===== config.mk =====
export PLATFORM = sky130hd
export DESIGN_NAME = fp_result_queue
export DESIGN_NICKNAME = d
export VERILOG_FILES = /design/src/rtl/fp_result_queue_pkg.sv /design/src/rtl/fp_result_queue_classify.sv /design/src/rtl/fp_result_queue.sv
export SDC_FILE = /design/constraint.sdc
export NUM_CORES = 1
export LEC_CHECK = 0
export ABC_CLOCK_PERIOD_IN_PS = 7400
export CAP_MARGIN = 20
export CELL_PAD_IN_SITES_DETAIL_PLACEMENT = 0
export CELL_PAD_IN_SITES_GLOBAL_PLACEMENT = 1
export CORE_ASPECT_RATIO = 1.1
export CORE_MARGIN = 4
export CORE_UTILIZATION = 25
export CTS_BUF_LIST = sky130_fd_sc_hd__clkbuf_4 sky130_fd_sc_hd__clkbuf_8 sky130_fd_sc_hd__clkbuf_16
export CTS_CLUSTER_DIAMETER = 150
export CTS_CLUSTER_SIZE = 25
export DETAILED_ROUTE_END_ITERATION = 10
export GPL_TIMING_DRIVEN = 0
export HOLD_SLACK_MARGIN = 0.03
export PLACE_DENSITY_LB_ADDON = 0.1
export SYNTH_ARGS = -nofsm -noshare
export SYNTH_HDL_FRONTEND = slang
export SYNTH_SLANG_ARGS = --single-unit

===== constraint.sdc =====
create_clock -name clk -period 7.4 [get_ports clk]
set_input_delay 2.22 -clock clk [delete_from_list [all_inputs] [get_ports clk]]
set_output_delay 2.22 -clock clk [all_outputs]
set_load 0.005 [all_outputs]

===== src/rtl/fp_result_queue_pkg.sv =====
// Shared FP32 field constants and the result classification type used by the
// result queue and its classifier.
package float_type;

  localparam int FP_EXP_W = 8;
  localparam int FP_MAN_W = 23;
  localparam logic [FP_EXP_W-1:0] FP_EXP_MAX = 8'hFF;

  typedef enum logic [2:0] {
    CLS_ZERO    = 3'd0,
    CLS_DENORM  = 3'd1,
    CLS_NORMAL  = 3'd2,
    CLS_POS_INF = 3'd3,
    CLS_NEG_INF = 3'd4,
    CLS_NAN     = 3'd5
  } fp_class_t;

endpackage


===== src/rtl/fp_result_queue_classify.sv =====
// Combinational FP32 bit-pattern classifier; flags are not considered.
module fp_classify
  import float_type::*;
(
  input  logic [31:0] value_i,
  output fp_class_t   cls_o
);

  logic [FP_EXP_W-1:0] exp_w;
  logic [FP_MAN_W-1:0] man_w;

  assign exp_w = value_i[30:23];
  assign man_w = value_i[22:0];

  always_comb begin
    cls_o = CLS_NORMAL;
    if (exp_w == '0) begin
      cls_o = (man_w == '0) ? CLS_ZERO : CLS_DENORM;
    end else if (exp_w == FP_EXP_MAX) begin
      if (man_w != '0) begin
        cls_o = CLS_NAN;
      end else begin
        cls_o = value_i[31] ? CLS_NEG_INF : CLS_POS_INF;
      end
    end
  end

endmodule


===== src/rtl/fp_result_queue.sv =====
// Elastic FIFO behind the FP32 multiplier: stores result, flags and class per
// entry, and keeps sticky exception flags plus a saturating exception counter.
module fp_result_queue
  import float_type::*;
#(
  parameter int DEPTH = 4,
  parameter int CNT_W = 8
) (
  input  logic                       clk,
  input  logic                       rst,
  input  logic                       in_valid,
  output logic                       in_ready,
  input  logic [31:0]                in_result,
  input  logic                       in_u,
  input  logic                       in_o,
  input  logic                       in_n,
  output logic                       out_valid,
  input  logic                       out_ready,
  output logic [31:0]                out_result,
  output logic [2:0]                 out_flags,
  output fp_class_t                  out_class,
  output logic [$clog2(DEPTH):0]     level,
  input  logic                       status_clear,
  output logic                       sticky_u,
  output logic                       sticky_o,
  output logic                       sticky_n,
  output logic [CNT_W-1:0]           exc_count
);

  localparam int PTR_W = $clog2(DEPTH);
  localparam int LVL_W = PTR_W + 1;

  typedef struct packed {
    logic [31:0] result;
    logic [2:0]  flags;
    fp_class_t   cls;
  } entry_t;

  entry_t            mem_q [DEPTH];
  entry_t            wr_entry_w;
  entry_t            head_w;
  fp_class_t         in_cls_w;

  logic [PTR_W-1:0]  wr_ptr_q, wr_ptr_d;
  logic [PTR_W-1:0]  rd_ptr_q, rd_ptr_d;
  logic [LVL_W-1:0]  level_q, level_d;
  logic [2:0]        sticky_q, sticky_d;
  logic [CNT_W-1:0]  cnt_q, cnt_d;

  logic              full_w, empty_w;
  logic              accept_w, pop_w, flagged_w;
  logic [2:0]        in_flags_w;

  fp_classify u_classify (
    .value_i (in_result),
    .cls_o   (in_cls_w)
  );

  // Handshake depends only on registered occupancy (and reset), never on out_ready.
  assign full_w    = (level_q == LVL_W'(DEPTH));
  assign empty_w   = (level_q == '0);
  assign in_ready  = !full_w && !rst;
  assign out_valid = !empty_w && !rst;

  assign accept_w   = in_valid && in_ready;
  assign pop_w      = out_valid && out_ready;
  assign in_flags_w = {in_n, in_o, in_u};
  assign flagged_w  = accept_w && (in_flags_w != 3'b000);

  assign wr_entry_w = '{result: in_result, flags: in_flags_w, cls: in_cls_w};
  assign head_w     = mem_q[rd_ptr_q];

  always_comb begin
    wr_ptr_d = wr_ptr_q;
    rd_ptr_d = rd_ptr_q;
    level_d  = level_q;
    sticky_d = sticky_q;
    cnt_d    = cnt_q;

    if (accept_w) wr_ptr_d = wr_ptr_q + PTR_W'(1);
    if (pop_w)    rd_ptr_d = rd_ptr_q + PTR_W'(1);

    case ({accept_w, pop_w})
      2'b10:   level_d = level_q + LVL_W'(1);
      2'b01:   level_d = level_q - LVL_W'(1);
      default: level_d = level_q;
    endcase

    // A flagged accept in the same cycle as a clear still registers.
    if (status_clear) begin
      sticky_d = 3'b000;
      cnt_d    = '0;
    end
    if (accept_w) sticky_d = sticky_d | in_flags_w;
    if (flagged_w && (cnt_d != '1)) cnt_d = cnt_d + CNT_W'(1);
  end

  always_ff @(posedge clk) begin
    if (rst) begin
      wr_ptr_q <= '0;
      rd_ptr_q <= '0;
      level_q  <= '0;
      sticky_q <= 3'b000;
      cnt_q    <= '0;
    end else begin
      wr_ptr_q <= wr_ptr_d;
      rd_ptr_q <= rd_ptr_d;
      level_q  <= level_d;
      sticky_q <= sticky_d;
      cnt_q    <= cnt_d;
    end
  end

  always_ff @(posedge clk) begin
    if (accept_w) mem_q[wr_ptr_q] <= wr_entry_w;
  end

  assign out_result = out_valid ? head_w.result : 32'h0;
  assign out_flags  = out_valid ? head_w.flags  : 3'b000;
  assign out_class  = out_valid ? head_w.cls    : CLS_ZERO;
  assign level      = level_q;
  assign sticky_u   = sticky_q[0];
  assign sticky_o   = sticky_q[1];
  assign sticky_n   = sticky_q[2];
  assign exc_count  = cnt_q;

endmodule


==> key figures <==
STA
  – Min Hold Slack: 0.4839 ns
  – Final Skew: 0.009457 ns
  – Fin crit period: 6.782 ns
  – Final worst setup slack: 0.6184 ns
  – Crit share post-route: 91.64%
  – Unrepaired setup endpoints after global routing: false
  – Slew HR: 49.76%
  – Final hold viol count: 0
  – Setup Viol. Count Final: 0
  – Worst Max-Slew Pin Slew: 0.7535 ns
  – TNS Setup: 0 ns
  – Fmax: 147.5 MHz
  – Slew Viols, Final: 0

Layout
  – Commonest non-fill, non-tap cell in the layout: edfxtp_1
  – NumNets Final: 548
  – Share of post-route cells with drive strength above 1: 18.29%
  – P&R area growth vs syn: 29.95%
  – ANT cells: 0
  – Commonest non-fill, non-tap cells in the layout: edfxtp_1 (152), clkdlybuf4s50_1 (93), mux4_2 (38), and2_1 (38), nor2_1 (23)

Power and ir drop
  – Sequential power share: 49.1%
  – Clk pwr share: 41.3%
  – Switch share: 21.93%
  – PwrDens: 247.2 nW/um^2
  – Worst vdd ir: 139.7 uV
  – Comb pwr share: 9.6%
  – Switching power: 0.4891 mW
  – Int Pwr: 1.741 mW
  – Leak: 2.873 nW
  – Power after layout: 2.230 mW

Route
  – DR WL met3: 758 um
  – Vias per cell: 4.424
  – Met1 WL: 7.132 mm
  – Wire length per cell: 18.82 um
  – Antenna-violating nets left: 0
  – Total length of routed wires: 16.39 mm
  – Via count: 3853
  – # DRC: 0
  – Highest routed metal layer: met5
  – First drt pass iteration count: 5
  – Routed wl met2: 8.244 mm
  – Initial drt markers: 161

GRT
  – Antenna violations before repair: 1
  – Largest net degree at the start of global routing: 22
  – Vias in the first global route: 4202
  – GRT Overall Usage: 10.98%
  – Total grt overflow: 0
  – First-pass GRT wire length: 24.98 mm

Yosys
  – Synth Flop Type: edfxtp_1
  – Syn nets: 432
  – Post-synth cell types: 46
  – Syn Inst Count: 385
  – Register area share after synthesis: 71.50%
  – Post-synth EDFFs: 152
  – Cell area after synthesis: 6944 um^2
  – Syn. warnings: 0
  – FFs w/ async S/R, synth: 0%
  – Synthesized area per cell: 18.04 um^2
  – Yosys reg bits: 172

CTS
  – Skew-Pair Late Insertion Delay: 0.42 ns
  – CTS resizes: 0
  – CTS sink cnt: 172
  – Setup bufs post-CTS: 0
  – Hold_buf cts: 0
  – CTS tree: done
  – CTS Buf Count: 17
  – Root Buffer: clkbuf_16
  – CTS H-tree depth: 4
  – Longest Clk Path Bufs: 2
  – CTS clk-pin slew, worst paths: 0.07 ns

Die
  – Die Width: 166.9 um
  – Die Height: 182.8 um
  – Starting density of the core: 25.53%
  – Die area: 30510 um^2
  – Core Area: 27190 um^2
  – Ports: 94
  – Number of cell rows: 63

Setup path
  – Critical path launch point type: primary input
  – Crit-path max FO: 10
  – Crit path kind: in2out
  – Critical path endpoint category: primary output
  – Critical path required time: 5.18 ns
  – Crit path DAT: 4.56 ns

Min path
  – Hold Crit Class: reg2reg

Job
  – Number of maximum-capacitance violations: 0

Place
  – Placer Congestion: 0.6822
  – # port buffers: 93
  – Hpwl dp: 10.73 mm
  – Dpl ws: 0.5208 ns

Outcome
  – Outcome: complete, no violations
## worst max-delay path, stage by stage
cell             delay [ns]
clkdlybuf4s50_1        0.47
nor2_1                 0.25
clkbuf_1               0.44
clkbuf_1               0.45
and2_1                 0.21
clkdlybuf4s50_1        0.52
## cell usage after synthesis (all sizes together) (6+ instances only)
library cell | n | area [um^2]
and2 | 38 | 237.7
and3 | 7 | 48.80
nor2 | 23 | 86.33
a21oi | 9 | 45.04
clkbuf | 8 | 30.03
buf | 7 | 48.79
dfxtp | 20 | 400.4
mux4 | 38 | 855.8
ha | 6 | 75.07
edfxtp | 152 | 4564
inv | 9 | 33.78
## final timing paths
check | start | end | slack (ns) | cells after the start
setup / recovery | rst | out_result[20] | 0.62 | 6
hold / removal | rd_ptr_q[1] | flip-flop | 0.48 | 1
setup reg to reg | level[2] | level[2] | 4.81 | 9
hold reg to reg | rd_ptr_q[1] | flip-flop | 0.48 | 1
## metal layers
| layer | track usage [%] | vias up |
|---|---|---|
| met5 | 0 | - |
| met4 | 3.993 | 2 |
| met3 | 3.083 | 17 |
| met2 | 18.65 | 88 |
| met1 | 13.45 | 2001 |
| li1 | - | 1745 |
## power groups by stage
stage	registers (mW)	clock network, mW	logic [mW]
2_1_floorplan	1.11	0	0.101
3_3_place_gp	1.12	0	0.217
3_5_place_dp	1.12	0	0.221
4_1_cts	1.10	0.950	0.222
5_1_grt	1.10	0.996	0.237
6_report	1.10	0.922	0.213
## logic make-up after synthesis
group | share of synthesized area [%]
AOI/OAI and AO/OA | 1.712
DFF | 71.50
xor gates and xnor gates | 0.5046
muxes | 13.08
adders and majority gates | 1.369
buffers and inverters | 1.622
and+or+nand+nor | 10.22
## state kept, by name, summed over array words and instances (netlist names), named ones only
name,cells
sticky_q,3
wr_ptr_q,2
exc_count,8
level,3
mem_q,152
rd_ptr_q,2
## per-stage QoR
step	util [%]	instance area [um^2]	std cells
floorplan	-	6944	385
CTS	33.18	9024	871
finish	33.18	9024	871
global placement	30.60	8322	835
global route	33.18	9024	871
detailed placement	30.89	8402	839
## layout make-up
type                            instances  area (um^2)
Buffer                                 15        78.83
Clock buffer                           18        432.9
Clock inverter                         14        188.9
Fill cell                            2653        18170
Inverter                                9        33.78
Multi-Input combinational cell        189         1867
Sequential cell                       172         4965
Tap cell                              357        446.7
Timing Repair Buffer                   97         1011
(Power assumes the default switching activity.)
==> RTL edit (same flow settings) <==
Set the parameter `CNT_W` to 12 (it was 8).
--- a/src/rtl/fp_result_queue.sv
+++ b/src/rtl/fp_result_queue.sv
@@ -6,3 +6,3 @@
   parameter int DEPTH = 4,
-  parameter int CNT_W = 8
+  parameter int CNT_W = 12
 ) (
Ports: changed (resized exc_count); port bits go from 94 to 98. The function was not compared with the original's and may differ.
==> RTL edit against the original RTL <==
Wire length grew 7.2%; sequential cell count rose by 4; global-route usage grew 0.54 points; combinational power down 3%; total power down 2.2%; worst hold slack improved by 41 ps; area after synthesis rose by 2.7%; clock power is 6.6% lower; register-to-register slack got worse by 60 ps; die area grew 2.5%; final area up 2.0%; setup slack gained 170 ps; largest cell class unchanged; highest routed layer is now met4.
==> RTL edit: results (changes against the original RTL) <==
Critical path
  – Reg-to-reg slack, setup: 4750 ps (-60 ps)
  – Crit path DAT: 4390 ps (-170 ps)
  – Largest fanout on the critical path: 10 (unchanged)

Routing
  – Via Count: 4028 (+4.5%)
  – Drt first pass iters: 4 (-1)
  – DRT iter0 DRCs: 169 (+5.0%)
  – WL final: 17600 um (+7.2%)
  – Via/cell ratio: 4.47 (+0.95%)

Final layout
  – N_diodes: 0 (unchanged)
  – Layout cells sized above 1: 16.9% (-1.4 points)
  – Fin nets: 574 (+4.7%)
  – Largest reg by FF count: mem_q
  – Largest register FFs: 152 (unchanged)

Global routing
  – Largest net degree at the start of global routing: 24 (+9.1%)
  – Total global-route track usage: 11.5% (+0.54 points)
  – Vias in the first global route: 4367 (+3.9%)
  – Initial antenna violation count: 0 (-1)
  – First-pass GRT wire length: 26700 um (+6.7%)

Yosys
  – Async SR Flop Fraction: 0% (unchanged)
  – Synth cell count leaders: edfxtp_1 (152), and2_1 (41), mux4_2 (38)
  – Syn_nets: 455 (+5.3%)
  – Cells after Synth: 408 (+6.0%)
  – YS warnings: 0 (unchanged)
  – Register area share after synthesis: 70.8% (-0.73 points)
  – Number of flops mapped to enable cells by yosys: 152 (unchanged)
  – Synth area leaders: edfxtp_1 (64%), mux4_2 (12%), dfxtp_1 (6.7%)
  – Distinct cell type count after synthesis: 51 (+11%)

Die
  – Row count: 64 (+1.6%)

Power
  – Worst VDD drop: 0.107 mV (-24%)
  – NetSw: 518 uW (+5.9%)
  – Leakage power: 2.88 nW (+0.43%)

Placement
  – Cells after DPL: 871 (+3.8%)
  – Gpl congestion: 0.705 (+3.3%)
  – Placed Instance Area: 8630 um^2 (+2.7%)
  – HPWL after DPL: 11600 um (+8.5%)
  – Port Buffers: 96 (+3.2%)

Clocking
  – Worst skew pair latency: 420 ps (about the same)
  – Clock transition at path regs: 70 ps (about the same)
  – Post-cts resize count: 0 (unchanged)
  – CTS Buf Count: 17 (unchanged)
  – Maximum root-to-sink buffer count: 2 (unchanged)
  – Htree depth: 4 (unchanged)
  – Post-CTS Setup Bufs: 0 (unchanged)
  – Clk root buf: clkbuf_16

Timing
  – Skew final: 11.3 ps (+1.84 ps)
  – Worst-margin pin slew: 816 ps (+62.6 ps)
  – Hold WS: 525 ps (+40.9 ps)

Outcome
  – Status: finished clean

Min path
  – Hold Crit Class: flip-flop to flip-flop
[RTL edit: cell types whose count changed after synthesis, moves of 4 or more]
cell	before	now
buf_2	3	7
and3_2	4	0
dfxtp_1	20	24
nand2b_1	5	1
or3_1	2	7
nor3_1	2	6
nor2_1	23	17
and3_1	3	8
and2b_1	4	0
[RTL edit: path summary, 6_finish.rpt]
check,startpoint,end,cells past startpoint
setup / recovery,rst,out_result[22],6
hold / removal,level[2]$_SDFFE_PP0P_,level[2]$_SDFFE_PP0P_,2
hold reg to reg,level[2]$_SDFFE_PP0P_,level[2]$_SDFFE_PP0P_,2
setup reg to reg,level[2]$_SDFFE_PP0P_,level[2]$_SDFFE_PP0P_,11
[RTL edit: area by class of cell]
cell class | instances | area [um^2]
fillers | 2736 | 18700
flip-flops and latches | 176 | 5040
multi-input cells | 204 | 1970
repair buffers | 100 | 1040
well taps | 363 | 454
clock buffers | 17 | 425
clock inverters | 14 | 145
plain buffers | 20 | 87.6
inverters | 8 | 30.0
[RTL edit: routing by layer]
metal	track usage (%)	vias to the layer above	part of all wire, %
met2	19.8	96	51
met4	3.29	0	1.3
met5	0	-	0
met3	2.54	16	4.4
met1	14.8	2059	44
li1	-	1857	-
[RTL edit: worst max-delay path, cell delays in order]
cell and delay (ps):
buf_2 180, nor2_1 340, clkbuf_1 450, clkbuf_1 420, and2_1 250, clkdlybuf4s50_1 510
[RTL edit: stage by stage]
step | util (%) | total power [mW] | setup slack (ps)
CTS | 32.9 | 2.22 | 610
global route | 32.9 | 2.28 | 596
detailed placement | 30.9 | 1.35 | 620
floorplan | - | 1.23 | 2090
finish | 32.9 | 2.18 | 793
global placement | 30.6 | 1.35 | 678
[RTL edit: power groups by stage]
| stage | Clock [mW] | Combinational (mW) | Sequential (mW) |
|---|---|---|---|
| floorplan | 0 | 0.0961 | 1.13 |
| global placement | 0 | 0.209 | 1.14 |
| detailed placement | 0 | 0.216 | 1.14 |
| finish | 0.861 | 0.207 | 1.11 |
| CTS | 0.890 | 0.217 | 1.11 |
| global route | 0.938 | 0.230 | 1.12 |
[RTL edit: kinds of logic (layout without fill, tap and decap cells)]
group	after synthesis	in the layout	synth area share, %
buf+inv	28	159	1.65
xor+xnor	5	5	0.614
simple gates	123	123	10.4
flops	176	176	70.8
compound gates	28	28	2.76
fa+ha+maj	7	7	1.33
mux	41	41	12.5
